File: config.mk
export PLATFORM = sky130hd
export DESIGN_NAME = udm_bus_arb
export DESIGN_NICKNAME = d
export VERILOG_FILES = /design/src/rtl/udm_bus_arb.sv
export SDC_FILE = /design/constraint.sdc
export NUM_CORES = 1
export LEC_CHECK = 0
export ABC_AREA = 1
export BUFFER_PORTS_ARGS = -buffer_cell sky130_fd_sc_hd__buf_2
export CORE_AREA = 2 2 122 124
export DETAILED_ROUTE_END_ITERATION = 10
export DIE_AREA = 0 0 124 126
export PLACE_DENSITY = 0.47
export SETUP_SLACK_MARGIN = 0.02
export SKIP_LAST_GASP = 1
export SLEW_MARGIN = 15
export SYNTH_ARGS = -nofsm -noshare
export SYNTH_HDL_FRONTEND = slang
export SYNTH_SLANG_ARGS = --single-unit
File: constraint.sdc
create_clock -name clk_i -period 3.4 [get_ports clk_i]
set_input_delay 0.68 -clock clk_i [delete_from_list [all_inputs] [get_ports clk_i]]
set_output_delay 0.68 -clock clk_i [all_outputs]
set_load 0.02 [all_outputs]
File: src/rtl/udm_bus_arb.sv
// Two-master to one-slave udm bus arbiter. Master 0 is the debug controller,
// master 1 the CPU data port; read responses are steered back via an ID FIFO.
module udm_bus_arb #(
    parameter string M0_PRIORITY     = "YES",
    parameter int    RESP_FIFO_DEPTH = 4
) (
    input  logic        clk_i,
    input  logic        rst_i,

    input  logic        m0_req_i,
    output logic        m0_ack_o,
    input  logic        m0_we_i,
    input  logic [31:0] m0_addr_bi,
    input  logic [3:0]  m0_be_bi,
    input  logic [31:0] m0_wdata_bi,
    output logic        m0_resp_o,
    output logic [31:0] m0_rdata_bo,

    input  logic        m1_req_i,
    output logic        m1_ack_o,
    input  logic        m1_we_i,
    input  logic [31:0] m1_addr_bi,
    input  logic [3:0]  m1_be_bi,
    input  logic [31:0] m1_wdata_bi,
    output logic        m1_resp_o,
    output logic [31:0] m1_rdata_bo,

    output logic        s_req_o,
    input  logic        s_ack_i,
    output logic        s_we_o,
    output logic [31:0] s_addr_bo,
    output logic [3:0]  s_be_bo,
    output logic [31:0] s_wdata_bo,
    input  logic        s_resp_i,
    input  logic [31:0] s_rdata_bi,

    output logic        resp_err_o
);

    localparam bit FIXED_PRIO = (M0_PRIORITY == "YES");
    localparam int PTR_W      = $clog2(RESP_FIFO_DEPTH);
    localparam logic [PTR_W:0] FIFO_FULL_CNT = (PTR_W+1)'(RESP_FIFO_DEPTH);

    typedef enum logic {IDLE, GRANTED} state_t;

    state_t           state, state_nxt;
    logic             grant_id;
    logic             rr_prio;
    logic             pick;
    logic             g_req, g_we;
    logic             fifo_full, fifo_empty, stall;
    logic             s_go, done, push, pop, head_id;
    logic             fifo_mem [RESP_FIFO_DEPTH];
    logic [PTR_W-1:0] wr_ptr, rd_ptr;
    logic [PTR_W:0]   count;

    // On a tie, rr_prio names the master that was not served last.
    always_comb begin
        pick = !m0_req_i;
        if (m0_req_i && m1_req_i)
            pick = FIXED_PRIO ? 1'b0 : rr_prio;
    end

    assign g_req      = grant_id ? m1_req_i : m0_req_i;
    assign g_we       = grant_id ? m1_we_i  : m0_we_i;
    assign fifo_full  = (count == FIFO_FULL_CNT);
    assign fifo_empty = (count == '0);
    assign stall      = !g_we && fifo_full;
    assign s_go       = (state == GRANTED) && g_req && !stall;
    assign done       = s_go && s_ack_i;
    assign push       = done && !g_we;
    assign pop        = s_resp_i && !fifo_empty;
    assign head_id    = fifo_mem[rd_ptr];

    always_ff @(posedge clk_i or posedge rst_i) begin
        if (rst_i)
            state <= IDLE;
        else
            state <= state_nxt;
    end

    always_comb begin
        state_nxt = state;
        case (state)
            IDLE:    if (m0_req_i || m1_req_i) state_nxt = GRANTED;
            GRANTED: if (done)                 state_nxt = IDLE;
            default:                           state_nxt = IDLE;
        endcase
    end

    always_comb begin
        s_req_o    = 1'b0;
        s_we_o     = 1'b0;
        s_addr_bo  = '0;
        s_be_bo    = '0;
        s_wdata_bo = '0;
        m0_ack_o   = 1'b0;
        m1_ack_o   = 1'b0;
        if (state == GRANTED) begin
            s_req_o    = s_go;
            s_we_o     = g_we;
            s_addr_bo  = grant_id ? m1_addr_bi  : m0_addr_bi;
            s_be_bo    = grant_id ? m1_be_bi    : m0_be_bi;
            s_wdata_bo = grant_id ? m1_wdata_bi : m0_wdata_bi;
            m0_ack_o   = s_ack_i && !grant_id;
            m1_ack_o   = s_ack_i &&  grant_id;
        end
    end

    always_ff @(posedge clk_i or posedge rst_i) begin
        if (rst_i) begin
            grant_id <= 1'b0;
            rr_prio  <= 1'b0;
        end else begin
            if (state == IDLE && (m0_req_i || m1_req_i))
                grant_id <= pick;
            if (done)
                rr_prio <= !grant_id;
        end
    end

    // Outstanding-read ID FIFO; count is one bit wider than the pointers.
    always_ff @(posedge clk_i) begin
        if (push)
            fifo_mem[wr_ptr] <= grant_id;
    end

    always_ff @(posedge clk_i or posedge rst_i) begin
        if (rst_i) begin
            wr_ptr     <= '0;
            rd_ptr     <= '0;
            count      <= '0;
            resp_err_o <= 1'b0;
        end else begin
            if (push)
                wr_ptr <= wr_ptr + 1'b1;
            if (pop)
                rd_ptr <= rd_ptr + 1'b1;
            case ({push, pop})
                2'b10:   count <= count + 1'b1;
                2'b01:   count <= count - 1'b1;
                default: count <= count;
            endcase
            if (s_resp_i && fifo_empty)
                resp_err_o <= 1'b1;
        end
    end

    assign m0_resp_o   = pop && !head_id;
    assign m1_resp_o   = pop &&  head_id;
    assign m0_rdata_bo = m0_resp_o ? s_rdata_bi : '0;
    assign m1_rdata_bo = m1_resp_o ? s_rdata_bi : '0;

endmodule

==> impl_results.md <==
- Status: finished, final reports clean
- DRC: 0
- Synthesized flop and latch total: 14
- P_leak: 2.736 nW
- Via density: 4.002
- Site Rows: 44
- Vias in the first global route: about 3300
- RSZ-0062 raised after global routing: false
- Worst reg2reg path startpoint: grant_id
- Util after Layout: 0.2772
- Reg2reg end: count[2]
- Num Clock Sinks: 14
- IO buf count: 314
- CTS root buf: clkbuf_16
- Final setup vio count: 0
- Grt ovf: 0
- DR WL/cell: 13.08 um
- Vias: 3610
- Syn avg cell area: 5.259 sq um
- Initial Util: 0.1554
- Power per cell area: 852.8 nW/um^2
- Total Die Area: 15620 sq um
- Skew final: 0.002220 ns
- First-pass GRT wire length: 16800 um
- Overall Global Routing Usage: 0.1392
- Slew margin rel.: 0.6128
- Crit path largest cell delay: 0.66 ns
- Synthesized net count: 605
- Distinct cell type count after synthesis: 27
- First-pass iteration count of the detailed router: 4
- Reg area: approximately 370 sq um
- Worst setup path class: register to primary output
- Final max-slew violation count: 0
- Number of antenna violations at the first check in global routing: 1
- CP startpoint kind: register
- Detail Placement HPWL: 9998 um
- Area grow syn2layout: 78.35%
- CORE AREA: 14310 sq um
- CTS max path bufs: 2
- Inserted Clock Buffers: 3
- Die width: 124 um
- R2R cell count: 10
- CTS tree: done
- DRC violation total after the first TritonRoute iteration: 119
- Final #Nets: 900
- Peak VDD IR: 0.0003435 V
- Hold buffer count at CTS: 0
- Post-CTS Setup Repair Bufs: 0
- Synth Cell Area: approximately 2200 sq um
- Post-CTS sizing: 0
- Register clock-pin slew on the reported worst setup and hold paths: 0.05 ns
- Top-level I/O count: 315
- R2r setup slk: 1.11 ns
- Worst-Margin Slew: 0.5787 ns
- Multi-input gate area: 1465 sq um
- Latest clock arrival within the worst-skew pair: 0.24 ns
- Max frequency: 385.0 MHz
- Tightest Hold Check Type: primary input to async pin
- Setup TNS: 0 ns
- Largest net degree at the start of global routing: 54
- Period utilization: 0.7639
- Share of layout cells above drive strength 1: 0.4700
- Tmin final: 2.597 ns
- Filler cells: 1686
- Antenna-violating nets left: 0
- Gp weighted congestion: ~0.80
- WL final: ~12000 um
- Final Hold Fails: 0
- Sequential-to-total area share from yosys stat: 0.1665
- CP Cell Sequence: buf_4 -> nand3_1 -> nand2_1 -> buf_2
- # Max-Cap Violations: 0
- Worst setup EP type: primary output
- H-tree levels: 1
- Cells after Synth: 423
- CP Data Required Time: 2.72 ns
- Worst EP arrival: between 1.5 and 2 ns
- Worst path slowest cell: dfrtp_2
- Syn. warnings: 0
- Die Span Y: 126 um
- CP Max Fanout: 53
[worst max-delay path: cells and delay by family (launching register included)]
kind,cells,cell delay [ns]
flops,1,0.66
simple gates,2,0.27
buf+inv,2,0.71
[cells in the mapped netlist]
| cell type | count | area share |
|---|---|---|
| a21oi_1 | 2 | 0.0045 |
| dfrtp_1 | 10 | 0.11 |
| a31o_2 | 1 | 0.0039 |
| nor2_1 | 72 | 0.12 |
| nand3_1 | 72 | 0.16 |
| nand2_1 | 156 | 0.26 |
| xor2_1 | 2 | 0.0079 |
| nand3_2 | 1 | 0.0045 |
| inv_2 | 3 | 0.0051 |
| fa_1 | 1 | 0.0090 |
| nand4_4 | 1 | 0.0096 |
| nor2_2 | 1 | 0.0028 |
| nand3_4 | 1 | 0.0079 |
| xnor2_1 | 1 | 0.0039 |
| o21ai_0 | 4 | 0.0090 |
| nor3_1 | 2 | 0.0045 |
| inv_1 | 50 | 0.084 |
| buf_6 | 9 | 0.046 |
| buf_1 | 2 | 0.0034 |
| ha_1 | 5 | 0.028 |
| nand2_2 | 3 | 0.0084 |
| and2_1 | 1 | 0.0028 |
| buf_2 | 8 | 0.018 |
| edfxtp_1 | 4 | 0.054 |
| buf_4 | 1 | 0.0034 |
| nor2_4 | 1 | 0.0051 |
| clkbuf_1 | 9 | 0.015 |
[per-stage QoR]
| step | instance area [sq um] | setup slack, ns | power, W | instances | hold slack, ns |
|---|---|---|---|---|---|
| after detailed placement | 3876 | 0.9713 | 0.003171 | 897 | 0.5019 |
| after floorplan | 2225 | 1.350 | 0.002287 | 423 | 0.4817 |
| final | 3968 | 0.8028 | 0.003384 | 902 | 0.4103 |
| after global routing | 3968 | 0.6351 | 0.003713 | 902 | 0.4619 |
| after global placement | 3876 | 0.9651 | 0.003181 | 897 | 0.5098 |
| after CTS | 3965 | 0.7831 | 0.003430 | 901 | 0.4337 |
[registers in the layout, indices dropped and copies added (netlist names)]
| signal | count |
|---|---|
| count | 3 |
| resp_err_o | 1 |
| state | 1 |
| grant_id | 1 |
| wr_ptr | 2 |
| fifo_mem | 4 |
| rd_ptr | 2 |
[area by class of cell]
class | count | area share
sequential | 14 | 0.09398
inverter | 53 | 0.05014
antenna | 1 | 0.0006307
clock buffer | 4 | 0.02239
multi-input combinational | 327 | 0.3693
tap | 184 | 0.05803
timing repair buffer | 319 | 0.4055
[cells by family after synthesis]
kind of cell / after synthesis / synth area share
buf+inv: 82 / 0.1749
simple gates: 311 / 0.5922
xor+xnor: 3 / 0.01181
fa+ha+maj: 6 / 0.03712
compound gates: 7 / 0.01744
flops: 14 / 0.1665
[how the worst max path moves through the flow]
stage | cells after the start | startpoint | end | slack, ns
floorplan | 5 | s_resp_i | m0_rdata_bo[22] | 1.35
global placement | 6 | s_resp_i | m1_rdata_bo[4] | 0.97
detailed placement | 6 | s_resp_i | m1_rdata_bo[4] | 0.97
CTS | 4 | grant_id | s_addr_bo[24] | 0.78
global route | 4 | grant_id | s_addr_bo[24] | 0.64
finish | 4 | grant_id | s_addr_bo[24] | 0.80
[placed cells by master (no fill, tap or decap), drive strengths merged]
cell type and instances:
and2 1, dfrtp 10, ha 5, nand3 74, nand4 1, xor2 2
clkbuf 4, edfxtp 4, nor3 2, o21ai 4, diode 1, xnor2 1
fa 1, nand2 159, inv 53, a31o 1, buf 319, nor2 74
a21oi 2
[layer usage]
metal  GRT usage  part of all wire  vias up
met3     0.03714              0.10       10
met5           0                 0        -
met1      0.1391              0.36     1516
met4     0.04032             0.016        0
li1            -                 -     1872
met2      0.2741              0.52      212
[power by group]
group	total (W)	switching, W	internal, W
Clock	0.000250	0.0000711	0.000178
Sequential	0.000372	0.000130	0.000242
Combinational	0.00276	0.00193	0.000836
Total	0.00338	0.00213	0.00126
Note: power is estimated with default switching activity, not from simulation.
